**config.mk**
```make
export PLATFORM = sky130hd
export DESIGN_NAME = pps_monitor
export DESIGN_NICKNAME = d
export VERILOG_FILES = /design/src/rtl/pps_monitor_pkg.sv /design/src/rtl/pps_monitor_chan.sv /design/src/rtl/pps_monitor.sv
export SDC_FILE = /design/constraint.sdc
export NUM_CORES = 1
export LEC_CHECK = 0
export BUFFER_PORTS_ARGS = -buffer_cell sky130_fd_sc_hd__buf_2
export CAP_MARGIN = 40
export CORE_UTILIZATION = 45
export DETAILED_ROUTE_END_ITERATION = 8
export PLACE_DENSITY = 0.69
export SLEW_MARGIN = 10
export SYNTH_ARGS = -nofsm -noshare
export SYNTH_HDL_FRONTEND = slang
export SYNTH_SLANG_ARGS = --single-unit
```
**constraint.sdc**
```tcl
create_clock -name clk -period 2.55 [get_ports clk]
set_clock_uncertainty 0.1 [all_clocks]
set_input_delay 0.255 -clock clk [delete_from_list [all_inputs] [get_ports clk]]
set_output_delay 0.255 -clock clk [all_outputs]
set_load 0.05 [all_outputs]
```
**src/rtl/pps_monitor_pkg.sv**
```systemverilog
// Shared types and width helpers for the multi-channel PPS monitor.
// Optional glitch filter: define PPS_MONITOR_GLITCH_FILTER_EN.
package pps_monitor_pkg;

    typedef enum logic [1:0] {
        IDLE    = 2'd0,
        MEASURE = 2'd1,
        LOCKED  = 2'd2
    } state_t;

    function automatic int cnt_w(
        input int clk_hz,
        input int tol
    );
        return $clog2(clk_hz + tol + 2);
    endfunction

    function automatic int good_w(
        input int lock_count
    );
        return (lock_count < 2) ? 1 : $clog2(lock_count + 1);
    endfunction

endpackage

```
**src/rtl/pps_monitor_chan.sv**
```systemverilog
// One PPS channel: synchroniser, edge qualifier, period counter, lock FSM.
// Define PPS_MONITOR_GLITCH_FILTER_EN to build the minimum-high filter.
module pps_monitor_chan
    import pps_monitor_pkg::*;
#(
    parameter int SYNC_STAGES = 3,
    parameter int CLK_HZ      = 100_000_000,
    parameter int TOL_CYCLES  = 1000,
    parameter int MIN_HIGH    = 4,
    parameter int LOCK_COUNT  = 3,
    localparam int CNT_W      = cnt_w(CLK_HZ, TOL_CYCLES)
) (
    input  logic             clk,
    input  logic             rst,
    input  logic             pps_in,
    output logic             pps_edge,
    output logic             pps_valid,
    output logic             period_err,
    output logic             missing,
    output logic             locked,
    output logic [CNT_W-1:0] period_q
);

    localparam int GOOD_W = good_w(LOCK_COUNT);

    localparam logic [CNT_W-1:0] CNT_LO  =
        CNT_W'(CLK_HZ - TOL_CYCLES);
    localparam logic [CNT_W-1:0] CNT_HI  =
        CNT_W'(CLK_HZ + TOL_CYCLES);
    localparam logic [CNT_W-1:0] CNT_MAX =
        CNT_W'(CLK_HZ + TOL_CYCLES + 1);
    localparam logic [CNT_W-1:0] CNT_ONE = CNT_W'(1);

    localparam logic [GOOD_W-1:0] GOOD_MAX =
        GOOD_W'(LOCK_COUNT);
    localparam logic [GOOD_W-1:0] GOOD_ONE = GOOD_W'(1);

    logic [SYNC_STAGES-1:0] sync;
    logic                   s;
    logic                   acc;

    always_ff @(posedge clk) begin
        if (rst) begin
            sync <= '0;
        end else begin
            sync <= {sync[SYNC_STAGES-2:0], pps_in};
        end
    end

    assign s = sync[SYNC_STAGES-1];

`ifdef PPS_MONITOR_GLITCH_FILTER_EN
    localparam int HCNT_W = $clog2(MIN_HIGH + 1);
    localparam logic [HCNT_W-1:0] HCNT_MAX =
        HCNT_W'(MIN_HIGH);
    localparam logic [HCNT_W-1:0] HCNT_ARM =
        HCNT_W'(MIN_HIGH - 1);
    localparam logic [HCNT_W-1:0] HCNT_ONE = HCNT_W'(1);

    logic [HCNT_W-1:0] hcnt;

    // acc fires on the MIN_HIGH-th consecutive high sample only
    always_ff @(posedge clk) begin
        if (rst) begin
            hcnt <= '0;
            acc  <= 1'b0;
        end else begin
            acc <= s && (hcnt == HCNT_ARM);
            if (!s) begin
                hcnt <= '0;
            end else if (hcnt != HCNT_MAX) begin
                hcnt <= hcnt + HCNT_ONE;
            end
        end
    end
`else
    logic s_q;

    always_ff @(posedge clk) begin
        if (rst) begin
            s_q <= 1'b0;
            acc <= 1'b0;
        end else begin
            s_q <= s;
            acc <= s & ~s_q;
        end
    end
`endif

    state_t            state;
    logic [CNT_W-1:0]  cnt;
    logic [GOOD_W-1:0] good;
    logic [GOOD_W-1:0] good_inc;
    logic              in_tol;
    logic              timeout;

    assign in_tol   = (cnt >= CNT_LO) && (cnt <= CNT_HI);
    assign timeout  = (cnt == CNT_MAX);
    assign good_inc = (good == GOOD_MAX) ? good
                                         : good + GOOD_ONE;
    assign locked   = (state == LOCKED);

    always_ff @(posedge clk) begin
        if (rst) begin
            state      <= IDLE;
            cnt        <= '0;
            good       <= '0;
            period_q   <= '0;
            pps_edge   <= 1'b0;
            pps_valid  <= 1'b0;
            period_err <= 1'b0;
            missing    <= 1'b0;
        end else begin
            pps_edge   <= acc;
            pps_valid  <= 1'b0;
            period_err <= 1'b0;
            missing    <= 1'b0;

            if (acc) begin
                cnt <= CNT_ONE;
            end else if (!timeout) begin
                cnt <= cnt + CNT_ONE;
            end

            // an edge always wins over a coincident timeout
            unique case (state)
                IDLE: begin
                    if (acc) begin
                        state <= MEASURE;
                    end
                end
                MEASURE, LOCKED: begin
                    if (acc) begin
                        period_q <= cnt;
                        if (in_tol) begin
                            pps_valid <= 1'b1;
                            good      <= good_inc;
                            if (good_inc == GOOD_MAX) begin
                                state <= LOCKED;
                            end
                        end else begin
                            period_err <= 1'b1;
                            good       <= '0;
                            state      <= MEASURE;
                        end
                    end else if (timeout) begin
                        missing <= 1'b1;
                        good    <= '0;
                        state   <= IDLE;
                    end
                end
                default: begin
                    good  <= '0;
                    state <= IDLE;
                end
            endcase
        end
    end

endmodule

```
**src/rtl/pps_monitor.sv**
```systemverilog
// Multi-channel PPS front end: one independent pps_monitor_chan per input.
// Optional glitch filter: define PPS_MONITOR_GLITCH_FILTER_EN.
module pps_monitor
    import pps_monitor_pkg::*;
#(
    parameter int CHANNELS    = 2,
    parameter int SYNC_STAGES = 3,
    parameter int CLK_HZ      = 100_000_000,
    parameter int TOL_CYCLES  = 1000,
    parameter int MIN_HIGH    = 4,
    parameter int LOCK_COUNT  = 3,
    localparam int CNT_W      = cnt_w(CLK_HZ, TOL_CYCLES)
) (
    input  logic                           clk,
    input  logic                           rst,
    input  logic [CHANNELS-1:0]            pps_in,
    output logic [CHANNELS-1:0]            pps_edge,
    output logic [CHANNELS-1:0]            pps_valid,
    output logic [CHANNELS-1:0]            period_err,
    output logic [CHANNELS-1:0]            missing,
    output logic [CHANNELS-1:0]            locked,
    output logic [CHANNELS-1:0][CNT_W-1:0] period_q
);

    for (genvar i = 0; i < CHANNELS; i++) begin : g_chan
        pps_monitor_chan #(
            .SYNC_STAGES (SYNC_STAGES),
            .CLK_HZ      (CLK_HZ),
            .TOL_CYCLES  (TOL_CYCLES),
            .MIN_HIGH    (MIN_HIGH),
            .LOCK_COUNT  (LOCK_COUNT)
        ) u_chan (
            .clk        (clk),
            .rst        (rst),
            .pps_in     (pps_in[i]),
            .pps_edge   (pps_edge[i]),
            .pps_valid  (pps_valid[i]),
            .period_err (period_err[i]),
            .missing    (missing[i]),
            .locked     (locked[i]),
            .period_q   (period_q[i])
        );
    end

endmodule
```
Yosys cells after proc, flatten, opt, wreduce, memory -nomap -nowiden --
Cells that the tools add are included.
Word-level totals: bits in registers 134, input bits 4, output and inout port bits 64, logic and storage cells 108
Operators by class: add/subtract/negate cells 4, $lt $le $gt $ge 4, equal/unequal tests 18, muxes and demuxes 30, bitwise operators 10, reductions and logical operators 18
Operators with widths (count):
- 27-bit by 1-bit adder with 27-bit output, second input constant | 2
- 27-bit == test, second input constant | 2
- 27-bit greater-or-equal comparator, second input constant | 2
- 27-bit less-or-equal comparator, second input constant | 2
- 2-bit 2-to-1 mux | 16
- 2-bit case mux with 2 select lines | 4
- 2-bit == test, second input constant | 6
- 3-bit OR reduction | 4
- 1-bit 2-to-1 mux | 10
- 2-bit by 1-bit inequality test with 1-bit output, second input constant | 4
- 4-bit inequality test, second input constant | 2
- 1-bit inverter | 8
- 2-bit AND reduction | 4
- 2-bit OR reduction | 4
- 3-bit by 1-bit inequality test with 1-bit output, second input constant | 2
- 3-bit AND reduction | 2
- 2-bit by 1-bit adder with 2-bit output, second input constant | 2
- 2-bit by 1-bit == test with 1-bit output, second input constant | 2
- 2-bit logical NOT | 2
- 1-bit bitwise AND | 2
- 1-bit logical AND | 2

Logic depth before layout (Yosys ltp) --
depth in word-level cells 7, depth in mapped cells 8, depth with buffers taken out 7

Cells and area by module --
Synthesis repeated with hierarchy kept, for this count alone.
Second synthesis, totals: cell total of the unflattened synthesis 690, area total of the unflattened synthesis 5785.5 um^2
Modules (own cells, without submodules):
- pps_monitor_chan (g_chan[0].u_chan) | instances 1, cells an instance 346, area each 2941.6 um^2, seq. area each 1341.3 um^2
- pps_monitor_chan (g_chan[1].u_chan) | instances 1, cells an instance 344, area each 2844.0 um^2, seq. area each 1341.3 um^2

Worst setup path before layout --
Ideal clock, no wire load.
path kind register to register, start reg g_chan[1].u_chan.cnt[17], end reg g_chan[1].u_chan.good[1], library setup time 0.086 ns, arrival time 2.227 ns, data required time 2.364 ns, slack 0.137 ns, stages on the path, launching flop included 8, buffers on the path 1, period minus slack after synthesis 2.413 ns, cell sequence dfxtp_1 -> buf_2 -> or3_1 -> or4_4 -> or4_4 -> a211oi_4 -> nand4b_1 -> a211oi_1
Between the ends: word-level cells in the longest chain between the ends 5, elaborated cells on any way between the ends 9, classes of those cells order compare (2); eq/ne (2); mux (3); reduce/logical (2)
Ends and longest elaborated chain:
- start: declaration | line pps_monitor_chan.sv:91 | logic [CNT_W-1:0] cnt;
- start signal: assignment | line pps_monitor_chan.sv:122 | cnt <= cnt + CNT_ONE;
- 27-bit greater-or-equal comparator or 27-bit less-or-equal comparator (tied branches) | line pps_monitor_chan.sv:97 | assign in_tol = (cnt >= CNT_LO) && (cnt <= CNT_HI);
- 1-bit logical AND | line pps_monitor_chan.sv:97
- 2-bit 2-to-1 mux | line pps_monitor_chan.sv:135 | if (in_tol) begin
- 2-bit 2-to-1 mux | line pps_monitor_chan.sv:133 | if (acc) begin
- 2-bit case mux with 2 select lines | line pps_monitor_chan.sv:126 | unique case (state)
- end signal: assignment | line pps_monitor_chan.sv:137 | good <= good_inc;
- end: declaration | line pps_monitor_chan.sv:92 | logic [GOOD_W-1:0] good;
Several ways; a longest one is shown, not always the timed one. A chain may end at the register's enable or synchronous reset.

Worst setup path after layout --
start reg g_chan[1].u_chan.cnt[11], end reg g_chan[1].u_chan.state[0]
Between the ends: word-level cells in the longest chain between the ends 5, elaborated cells on any way between the ends 10, classes of those cells order compare (2); eq/ne (3); mux (3); reduce/logical (2)
Ends and longest elaborated chain:
- 27-bit greater-or-equal comparator or 27-bit less-or-equal comparator (tied branches) | line pps_monitor_chan.sv:97
- 1-bit logical AND | line pps_monitor_chan.sv:97
- 2-bit 2-to-1 mux | line pps_monitor_chan.sv:135
- 2-bit 2-to-1 mux | line pps_monitor_chan.sv:133
- 2-bit case mux with 2 select lines | line pps_monitor_chan.sv:126
- end signal: assignment | line pps_monitor_chan.sv:105 | state <= IDLE;
- end signal: assignment | line pps_monitor_chan.sv:129 | state <= MEASURE;
- end signal: assignment | line pps_monitor_chan.sv:139 | state <= LOCKED;
- end: declaration | line pps_monitor_chan.sv:90 | state_t state;
Several ways; a longest one is shown, not always the timed one.

==> impl_metrics.yaml <==
routing:
  wire_per_inst_microns: 13.3
  drtPass1Iterations: 4
  vias: 4732
  detailed_route_wl_microns: 12200
  ant_nets: 0
  viasPerCell: 5.16
  route.detailed.drc: 0
  drt-initial-drc-count: 257
clocking:
  number_of_clock_buffers_inserted_by_tritoncts: 17
  clk_pin_slew_ns: 0.06
  clock_tree.htree_level_count: 4
  clock_path_buffers: 2
  clk_latency_ns: 0.41
  cts.sink_count: 134
  cts-root-buf: "sky130_fd_sc_hd__clkbuf_16"
  cts_tree: "done"
synthesis:
  synth_edf_count: 0
  post_syn_area_per_cell_sq_um: 8.29
  synth_cells: 680
  leading_post_synthesis_cells_by_cell_area: "sky130_fd_sc_hd__dfxtp_1 (48%), sky130_fd_sc_hd__nand2_1 (9.0%), sky130_fd_sc_hd__a21oi_1 (5.5%)"
  synth-seq-area-share_pct: 47.6
  synth_largest_area_cell: "sky130_fd_sc_hd__dfxtp_1"
  post_synth_num_cell_types: 54
  synth_fp_nets: 696
  synth.ff_latch_count: 134
  total_number_of_yosys_warnings: 0
  synth_area_sq_um: 5630
  ys_async_sr_fraction_pct: 0
  synth_ff_type: "sky130_fd_sc_hd__dfxtp_1"
  yosys.area.top_type_share_pct: 47.6
place:
  numPlacedInstances: 883
  dp_hpwl_microns: 8430
  buffer_ports.inserted: 67
  gp_congestion: 0.888
  detailedPlace.worstSlack_ns: 0.0922
setup_path:
  critPathMostFrequentCell: "sky130_fd_sc_hd__or4_4"
  crit_path_top_delay_cell: "sky130_fd_sc_hd__or4_4"
  path_cells: "or3_1, or4_4, or4_4, a211oi_4, a32o_1, a22o_1"
  crit_arrival_ns: 2.73
  crit_path_end_kind: "flop"
  critPathMaxFanout: 5
  cpLargestDelayFamily: "simple AND/OR/NAND/NOR gates"
  cp_data_required_time_ns: 2.80
  rrSetupSlack_ns: 0.08
  worst-path-buf-inv: 0
  worstSetupStartpointType: "flop"
  slowest_delay_ns: 0.49
  crit_type: "flop to flop"
power:
  leakage_power_nw: 2.58
  cell_internal_pwr_mw: 3.63
  p_seq_share_pct: 46.6
  clock_power_share_pct: 51.4
  power.density_cell_area_nw_per_um2: 683
  power.combinational.fraction_pct: 2.0
  power.net_switching_mw: 0.931
  power_switching_share_pct: 20.4
  vdd_ir_drop_max_mv: 0.408
run:
  timing.max_cap.violations: 0
sta:
  whs_ns: 0.184
  finalSetupViolations: 0
  drv_slew: 0
  tightest_slew_ns: 0.451
  grt_setup_unrepaired: "no"
  slew-limit-headroom_pct: 69.2
  final_min_period_over_clock_period_pct: 96.9
  finalCriticalPeriod_ns: 2.47
  fin_tns_setup_ns: 0
  max_freq_ghz: 0.405
  setup_slack_ns: 0.0789
  final_hold_viol_count: 0
grt:
  initial_antenna_violation_count: 0
  grt_start_max_net_pins: 47
  grt_first_pass_wirelength_microns: 20700
  aggregate_global_route_resource_usage_pct: 20.1
  first_global_vias: 4413
  overflow: 0
floorplan:
  dieWidth_microns: 114
  boundaryPins: 68
  die_h_microns: 114
  design.die.area_sq_um: 13000
  initial_core_util_pct: 46.5
  core_sq_um: 12100
  num_rows: 40
hold_path:
  hold_path_class: "input port to flop"
run_status:
  run_status: "complete, no violations"
layout:
  final-instance-count-excl-fill: 917
  most-common-layout-cells: "sky130_fd_sc_hd__nand2_1 (135), sky130_fd_sc_hd__dfxtp_1 (133), sky130_fd_sc_hd__nor2_1 (67), sky130_fd_sc_hd__buf_2 (67), sky130_fd_sc_hd__a21oi_1 (62)"
  num-nets-final: 752
  final_layout_size_suffix_gt1_share_pct: 15.9
  area_growth_pct: 18.6
  layout.cells.most_common: "sky130_fd_sc_hd__nand2_1"
  finalCoreUtilization_pct: 55.2
  antenna_cells: 0
==> timing repair <==
| action | 4_1_cts | 5_1_grt |
|---|---|---|
| hold buffers | 2 | 0 |
| hold endpoints to repair | 2 | 0 |
| setup endpoints to repair | 0 | 2 |
| buffers inserted | 0 | 0 |
| resized for setup | 0 | 1 |
==> flip-flops by register name (all words and copies together) (netlist names) <==
signal                    flops
g_chan.u_chan.missing         2
g_chan.u_chan.state           4
g_chan.u_chan.s_q             2
g_chan.u_chan.sync            6
g_chan.u_chan.good            4
g_chan.u_chan.pps_edge        2
g_chan.u_chan.pps_valid       2
g_chan.u_chan.period_q       54
g_chan.u_chan.period_err      2
g_chan.u_chan.cnt            54
g_chan.u_chan.acc             2
==> final cells by class <==
class                   count  area [sq um]
repair buffers             84           468
clock inverters             7          67.6
fillers                  1156          5430
multi-input cells         477          2650
inverters                  22          82.6
clock buffers              25           515
flip-flops and latches    134          2680
well taps                 168           210
==> stage by stage <==
step	power (mW)	instance area, sq um
final	4.56	6680
after global routing	4.72	6680
after CTS	4.61	6680
after detailed placement	2.26	6080
after global placement	2.25	6080
after floorplan	2.23	5630
==> synthesized netlist by cell type, types with 10 or more instances <==
library cell,n
sky130_fd_sc_hd__a21oi_1,62
sky130_fd_sc_hd__and3_1,14
sky130_fd_sc_hd__buf_4,10
sky130_fd_sc_hd__clkbuf_1,31
sky130_fd_sc_hd__dfxtp_1,134
sky130_fd_sc_hd__ha_1,12
sky130_fd_sc_hd__inv_1,22
sky130_fd_sc_hd__nand2_1,135
sky130_fd_sc_hd__nand3_1,24
sky130_fd_sc_hd__nand4_1,13
sky130_fd_sc_hd__nor2_1,67
sky130_fd_sc_hd__nor2b_1,15
sky130_fd_sc_hd__nor3_1,11
sky130_fd_sc_hd__o21ai_0,13
sky130_fd_sc_hd__xnor2_1,21
sky130_fd_sc_hd__xor2_1,23
==> tightest hold or removal path, delay by kind of cell <==
kind	cells	cell delay [ns]
AO/OA/AOI/OAI	1	0.07
buffers and inverters	1	0.17
AND/OR/NAND/NOR	1	0.15
==> cells by family (layout without fill, tap and decap cells) <==
group / Yosys count / count (layout) / share of synthesized area [%]
buf+inv: 69 / 138 / 5.31
xor+xnor: 44 / 44 / 6.84
mux: 2 / 2 / 0.355
fa+ha+maj: 12 / 12 / 2.66
compound gates: 98 / 98 / 10.3
simple gates: 321 / 321 / 26.9
flops: 134 / 134 / 47.6
==> power groups by stage <==
stage / sequential [mW] / clock [mW] / combinational [mW]
floorplan: 2.17 / 0 / 0.0687
global placement: 2.17 / 0 / 0.0838
detailed placement: 2.17 / 0 / 0.0861
CTS: 2.13 / 2.40 / 0.0897
global route: 2.13 / 2.49 / 0.102
finish: 2.13 / 2.34 / 0.0894
==> path summary, 6_finish.rpt <==
check                                 from                   endpoint  cells past startpoint
setup / recovery  g_chan[1].u_chan.cnt[11]  g_chan[1].u_chan.state[0]                      6
hold reg to reg       g_chan[1].u_chan.s_q       g_chan[1].u_chan.acc                      1
hold / removal                         rst   g_chan[0].u_chan.good[0]                      3
setup reg to reg  g_chan[1].u_chan.cnt[11]  g_chan[1].u_chan.state[0]                      6
==> layer usage <==
layer | vias to the layer above | GRT usage [%] | wire, microns
met5 | - | 0 | 0
met4 | 0 | 7.88 | 137
met3 | 10 | 5.53 | 532
met2 | 103 | 30.6 | 5430
met1 | 2248 | 27.0 | 6080
li1 | 2371 | - | -
Power figures use the tool's default switching activity.
